===== config.mk =====
export PLATFORM = sky130hd
export DESIGN_NAME = aes_dec_key_ctrl
export DESIGN_NICKNAME = d
export VERILOG_FILES = /design/src/rtl/aes_dec_key_ctrl.sv
export SDC_FILE = /design/constraint.sdc
export NUM_CORES = 1
export LEC_CHECK = 0
export CAP_MARGIN = 10
export CORE_UTILIZATION = 50
export CTS_CLUSTER_DIAMETER = 120
export DETAILED_ROUTE_END_ITERATION = 8
export GPL_TIMING_DRIVEN = 1
export PLACE_DENSITY_LB_ADDON = 0.12
export SETUP_SLACK_MARGIN = 0.02
export SLEW_MARGIN = 30
export SYNTH_ARGS = -nofsm -noshare
export SYNTH_HDL_FRONTEND = slang
export SYNTH_SLANG_ARGS = --single-unit

===== constraint.sdc =====
create_clock -name clk -period 4.7 [get_ports clk]
set_input_delay 0.47 -clock clk [delete_from_list [all_inputs] [get_ports clk]]
set_output_delay 0.47 -clock clk [all_outputs]
set_load 0.01 [all_outputs]

===== src/rtl/aes_dec_key_ctrl.sv =====
// Round-key memory sequencer for the AES inverse cipher: writes expanded keys
// at ascending indices, then replays them Nr..0 to the decipher datapath.
module aes_dec_key_ctrl #(
    parameter int unsigned MAX_ROUND = 13
) (
    input  logic       clk,
    input  logic       rst_n,
    input  logic       keygen_start,
    input  logic [1:0] key_size,
    input  logic       rk_valid,
    output logic       rk_ready,
    input  logic       dec_start,
    output logic       dec_key_valid,
    input  logic       dec_key_ready,
    output logic       mem_wr,
    output logic       mem_rd,
    output logic [3:0] mem_round,
    output logic       keys_loaded,
    output logic       busy,
    output logic       dec_done,
    output logic       cfg_err,
    output logic [2:0] dbg_state
);

    typedef enum logic [2:0] {
        IDLE    = 3'd0,
        LOAD    = 3'd1,
        READY   = 3'd2,
        FETCH   = 3'd3,
        PRESENT = 3'd4
    } state_t;

    localparam logic [3:0] MAX_IDX = 4'(MAX_ROUND);

    state_t     state_q, state_d;
    logic [3:0] nr_q, nr_d;
    logic [3:0] cnt_q, cnt_d;
    logic       keys_loaded_q, keys_loaded_d;
    logic       dec_done_q, dec_done_d;
    logic       cfg_err_q, cfg_err_d;

    // Handshakes: a transfer happens in any cycle where valid and ready are both
    // high; valid never waits for ready, and the presented data stays stable
    // from the first valid cycle until the transfer cycle.
    assign rk_ready      = (state_q == LOAD);
    assign mem_wr        = rk_ready & rk_valid & (cnt_q <= MAX_IDX);
    assign mem_rd        = (state_q == FETCH);
    assign dec_key_valid = (state_q == PRESENT);
    assign busy          = (state_q == LOAD) | (state_q == FETCH) | (state_q == PRESENT);
    assign mem_round     = cnt_q;
    assign keys_loaded   = keys_loaded_q;
    assign dec_done      = dec_done_q;
    assign cfg_err       = cfg_err_q;
    assign dbg_state     = state_q;

    always_comb begin
        state_d       = state_q;
        nr_d          = nr_q;
        cnt_d         = cnt_q;
        keys_loaded_d = keys_loaded_q;
        dec_done_d    = 1'b0;
        cfg_err_d     = 1'b0;
        case (state_q)
            IDLE, READY: begin
                // A reload request pre-empts a simultaneous decrypt request.
                if (keygen_start) begin
                    if (!key_size[1]) begin
                        nr_d          = key_size[0] ? 4'd12 : 4'd10;
                        cnt_d         = 4'd0;
                        keys_loaded_d = 1'b0;
                        state_d       = LOAD;
                    end else begin
                        cfg_err_d = 1'b1;
                    end
                end else if (state_q == READY && dec_start) begin
                    cnt_d   = nr_q;
                    state_d = FETCH;
                end
            end
            LOAD: begin
                if (mem_wr) begin
                    if (cnt_q == nr_q) begin
                        keys_loaded_d = 1'b1;
                        state_d       = READY;
                    end else begin
                        cnt_d = cnt_q + 4'd1;
                    end
                end
            end
            FETCH: state_d = PRESENT;
            PRESENT: begin
                // mem_rd is low here, so the memory output holds while stalled.
                if (dec_key_ready) begin
                    if (cnt_q == 4'd0) begin
                        dec_done_d = 1'b1;
                        state_d    = READY;
                    end else begin
                        cnt_d   = cnt_q - 4'd1;
                        state_d = FETCH;
                    end
                end
            end
            default: state_d = IDLE;
        endcase
    end

    always_ff @(posedge clk) begin
        if (!rst_n) begin
            state_q       <= IDLE;
            nr_q          <= 4'd0;
            cnt_q         <= 4'd0;
            keys_loaded_q <= 1'b0;
            dec_done_q    <= 1'b0;
            cfg_err_q     <= 1'b0;
        end else begin
            state_q       <= state_d;
            nr_q          <= nr_d;
            cnt_q         <= cnt_d;
            keys_loaded_q <= keys_loaded_d;
            dec_done_q    <= dec_done_d;
            cfg_err_q     <= cfg_err_d;
        end
    end

endmodule


======== Word level (Yosys, flattened, before mapping) ========
Index checks and enable logic that the tools add are counted.
storage, ports and cells
  register bits ........................... 14
  output and inout port bits .............. 15
  word-level logic and storage cells ...... 64
cells by class
  equality and inequality tests ........... 14
  bitwise operators ....................... 5
  order comparisons ....................... 1
  add/sub/neg operators ................... 2
  multiplexer cells ....................... 24
  reductions and logical operators ........ 12
operator list
  operator                                                               number
  4-bit two-way mux                                                      7
  3-bit two-way mux                                                      7
  3-bit case mux with 4 select lines                                     1
  4-bit case mux with 3 select lines                                     1
  5-bit AND reduction                                                    2
  3-bit AND reduction                                                    3
  2-bit != test, second input constant                                   4
  1-bit two-way mux                                                      7
  7-bit AND reduction                                                    1
  3-bit by 2-bit equality test with 1-bit output, second input constant  2
  2-bit by 1-bit != test with 1-bit output, second input constant        3
  3-bit != test, second input constant                                   2
  4-bit by 1-bit adder with 4-bit output, second input constant          1
  4-bit equality test                                                    1
  4-bit less-or-equal comparator, second input constant                  1
  4-bit logical NOT                                                      1
  4-bit by 1-bit subtractor with 4-bit output, second input constant     1
  3-bit by 1-bit equality test with 1-bit output, second input constant  1
  3-bit equality test, second input constant                             1
  3-bit logical NOT                                                      1
  3-bit nonzero test                                                     1
  1-bit AND                                                              2
  1-bit OR                                                               2
  1-bit case mux with 2 select lines                                     1
  4 further kinds                                                        4

======== Longest topological paths before layout ========
  depth after elaboration ................. 5
  gate-level depth with buffers ........... 9
  mapped depth without buffers ............ 8

======== Worst setup path after synthesis ========
No wires, ideal clock.
  path kind ............................... register -> register
  start point ............................. register state_q[2] (netlist: dbg_state[2])
  end point ............................... register cnt_q[2] (netlist: mem_round[2])
  slack ................................... 2.556 ns
  buffers on the path ..................... 1
  clock period less this slack ............ 2.144 ns
  data required time ...................... 4.626 ns
  arrival time ............................ 2.070 ns
  stages on the path, launching flop included .. 10
  cells stage by stage .................... dfxtp_1 -> buf_2 -> nand2b_1 -> nor2_1 -> xor2_1 -> ha_1 -> nor2_1 -> o221a_2 -> or3_1 -> a31oi_1
on the way
  elaborated cells between the ends (all ways) .. 17
  classes of those cells .................. eq/ne (9); mux (1); bitwise (2); reduce/logical (5)
RTL lines
  element                                                 line  source
  from (decl)                                             35    state_t state_q, state_d;
  from (signal assigned)                                  116   state_q <= state_d;
  3-bit equality test *                                   --
  net dec_key_valid                                       13    output logic dec_key_valid,
  2-bit != test (no source line) (tied with other cells)  --
  7-bit AND reduction (no source line)                    --
  to (signal assigned)                                    118   cnt_q <= cnt_d;
  to (decl)                                               37    logic [3:0] cnt_q, cnt_d;
Mark *: on every way through the listed nets, which the timed path passes. The rest lies on a longest branch.
A chain may end at the register's enable or synchronous reset.

======== Worst setup path in the final report ========
  start point ............................. register state_q[0] (netlist: dbg_state[0])
  end point ............................... output port mem_wr
on the way
  cells in the longest elaborated chain, start to end .. 3
RTL lines
  element                                         line  source
  3-bit by 1-bit equality test with 1-bit output  45    assign rk_ready = (state_q == LOAD);
  1-bit AND (2 in series)                         46    assign mem_wr = rk_ready & rk_valid & (cnt_q <= MAX_IDX);
  to (decl)                                       15    output logic mem_wr,
Every way passes these cells.

==> flow_summary.ini <==
[clock_tree]
path_clk_slew_ns = 0.09
clockBufferDepth = 2
cts_setup_buffers = 0
cts_root_buf = clkbuf_4
cts_sinks = 13
post_cts_resized = 0
clk_latency_ns = 0.29
htree_levels = 1
cts_buffers = 3
cts_tree = yes
holdBufCountCts = 0

[placement]
routabilityCongestion = 0.8026
post-place-ws_ns = 2.359
io_buffers = 22
dpl.hpwl_um = 1577
place.detailed.instances = 141

[cells_and_area]
area_growth_pct = 24.40
layout.nets = 130
final_cells = 145
final_util_pct = 66.52
layout-drive-gt1-share_pct = 11.67
antenna_cells = 0

[hold_path]
whs_path_depth = 2
hold_path_startpoint = keys_loaded$_SDFFE_PN0P_
whs_endpoint = keys_loaded$_SDFFE_PN0P_
hold_class = reg2reg

[worst_setup_path]
path_depth = 4
reg2reg_depth = 8
crit_buf_inv = 1
r2r_end = mem_round[2]$_SDFFE_PN0P_
max_stage_delay_ns = 0.62
slowest_stage = dfxtp_1
crit_arrival_ns = 2.12
start_kind = flop
path_cells = nand2b_1 > nor2_1 > and3_1 > clkdlybuf4s50_1
critPathRequiredTime_ns = 4.23
cp-end-kind = primary output
r2r-start = dbg_state[2]$_SDFFE_PN0P_
crit_family = simple AND/OR/NAND/NOR gates
path_class = reg2out
worstPathMaxFanout = 14
ff2ff_setup_slack_ns = 2.33

[power_and_ir_drop]
p_leak_nw = 0.4472
powerDensity_nw_per_um2 = 616.3
p_int_w = 0.0003879
netSwitchingPower_w = 0.0003277
combinationalPowerShare_pct = 57.5
max-vdd-ir-drop_mv = 0.3349
p_clk_share_pct = 10.4
power_frac_seq_pct = 32.1
p_sw_share_pct = 45.79

[yosys]
synth_top_cell_by_area = dfxtp_1
synth_top_area_share_pct = 27.88
synth-seq-cells = 13
seq_area_frac_synth_pct = 27.88
synth_area_leaders = dfxtp_1 (28%), nor4_4 (4.6%), nor2_1 (4.0%), nor2b_1 (4.0%), a2111oi_4 (2.9%)
synthArstFlopShare_pct = 0
synthCells = 104
synth_fp_nets = 113
synthesis.area_um2 = 933.4
synth_edf_count = 0
yosysUniqueCellTypes = 46
yosysWarnings = 0
ys.flop_type = dfxtp_1
avgSynthCellArea_um2 = 8.975

[timing]
fmax_mhz = 386.4
finalMaxSlewViolations = 0
finalWorstSetupSlack_ns = 2.112
holdWs_ns = 0.5441
finalHoldViolCount = 0
min_period_ns = 2.588
worst_pin_slew_ns = 0.5731
setup-violations-final = 0
min_period_over_period_pct = 55.06
rsz0062_at_grt = no
relSlewSlack_pct = 61.74
fin_tns_setup_ns = 0
fin_worst_skew_ns = 0.0006256

[status]
status = finished, final reports clean

[routing]
routed_via_density = 6.014
detail_route.wirelength_um = 2145
drt_iter0_drc = 24
vias = 872
routedWlPerCell_um = 14.79
antenna_left = 0
drc = 0
drtPass1Iterations = 4

[global_routing]
grt_pass1_wl_um = 3594
grt_pass1_vias = 769
use_met3_pct = 3.600
met1_usage_pct = 33.83
grt_overflow = 0
antenna_found_initial = 0
grt_util_met2_pct = 38.26
top_usage_layer = met2
grt_max_degree = 19
grt_usage_pct = 24.39

[die]
fp.coreArea_um2 = 1745
io_pins = 23
die_height_um = 45.21
initial_core_util_pct = 53.48
num_rows = 15
dieArea_um2 = 2043
die_w_um = 45.21

[job]
maxCapViolCount = 0
-- per-stage QoR --
stage,power (W),instance area (um^2)
6_report,0.0007156,1161
5_1_grt,0.0007656,1161
4_1_cts,0.0007188,1161
3_5_place_dp,0.0006443,1134
3_3_place_gp,0.0006263,1134
2_1_floorplan,0.0005189,933.4
-- final cells by class --
type | count | area (um^2)
Timing Repair Buffer | 22 | 220.2
Fill cell | 159 | 584.3
Sequential cell | 13 | 260.3
Clock buffer | 3 | 22.52
Tap cell | 25 | 31.28
Inverter | 2 | 7.507
Multi-Input combinational cell | 79 | 614.3
Clock inverter | 1 | 5.005
-- sequential cells by signal, indices dropped and copies added, names as in the netlist --
register	count
cfg_err	1
nr_q	3
dec_done	1
mem_round	4
keys_loaded	1
dbg_state	3
-- synth_stat cells (all sizes together) (2+ instances only) --
cell	count
clkbuf	3
and3b	2
and2	2
nor2	10
mux2i	2
nor2b	6
nand2b	2
o211a	2
and3	2
nor4	4
a21oi	3
dfxtp	13
a211oi	2
xor2	4
o21ai	5
o21a	3
and4	2
or3	2
nand3b	3
buf	7
a31oi	3
nor3b	2
nor3	2
a21o	2
inv	2
-- cells by family (layout without fill, tap and decap cells) --
kind of cell | after synthesis | count (layout) | share of synthesized area (%)
AOI/OAI and AO/OA | 29 | 29 | 25.87
adders and majority gates | 1 | 1 | 1.340
and+or+nand+nor | 43 | 43 | 31.90
muxes | 2 | 2 | 2.145
xor gates and xnor gates | 4 | 4 | 4.559
buffers and inverters | 12 | 28 | 6.300
DFF | 13 | 13 | 27.88
-- tightest hold or removal path: stages, from the launching register on --
cell and delay (ns):
dfxtp_1 0.32, a21oi_1 0.13, nor3b_1 0.06
-- per-layer routing --
layer  part of all wire, %  vias to the layer above
li1                      -                      419
met1                    46                      418
met2                    47                       28
met3                   4.5                        7
met4                   2.1                        0
met5                     0                        -
-- placed cells by master (no fill, tap or decap), types with 2 or more instances in the layout --
master,synthesis,routed
a21oi_1,3,3
nor4_4,2,2
o21ai_0,3,3
and2_1,2,2
dfxtp_1,13,13
clkbuf_4,0,3
and4_1,2,2
nand2b_1,2,2
nor2_1,10,10
nand3b_1,3,3
a31oi_1,2,2
nor3b_1,2,2
nor4_1,2,2
nor2b_1,6,6
inv_1,2,2
clkdlybuf4s50_1,0,22
a21o_1,2,2
mux2i_1,2,2
and3b_1,2,2
o21a_1,3,3
o211a_1,2,2
o21ai_1,2,2
xor2_1,3,3
and3_1,2,2
or3_1,2,2
-- power by group through the flow --
stage | Sequential (W) | Combinational, W | Clock [W]
2_1_floorplan | 0.000174 | 0.000345 | 0
3_3_place_gp | 0.000227 | 0.000399 | 0
3_5_place_dp | 0.000231 | 0.000414 | 0
4_1_cts | 0.000228 | 0.000415 | 0.0000754
5_1_grt | 0.000239 | 0.000447 | 0.0000800
6_report | 0.000229 | 0.000412 | 0.0000743
-- worst max-delay path by stage --
stage,from,slack (ns),endpoint
finish,dbg_state[0]$_SDFFE_PN0P_,2.11,mem_wr
global route,dbg_state[0]$_SDFFE_PN0P_,1.99,mem_wr
CTS,dbg_state[0]$_SDFFE_PN0P_,2.10,mem_wr
detailed placement,keygen_start,2.36,dbg_state[0]$_SDFFE_PN0P_
global placement,keygen_start,2.39,dbg_state[0]$_SDFFE_PN0P_
floorplan,dbg_state[2]$_SDFFE_PN0P_,2.56,mem_round[2]$_SDFFE_PN0P_
Note: power is estimated with default switching activity, not from simulation.
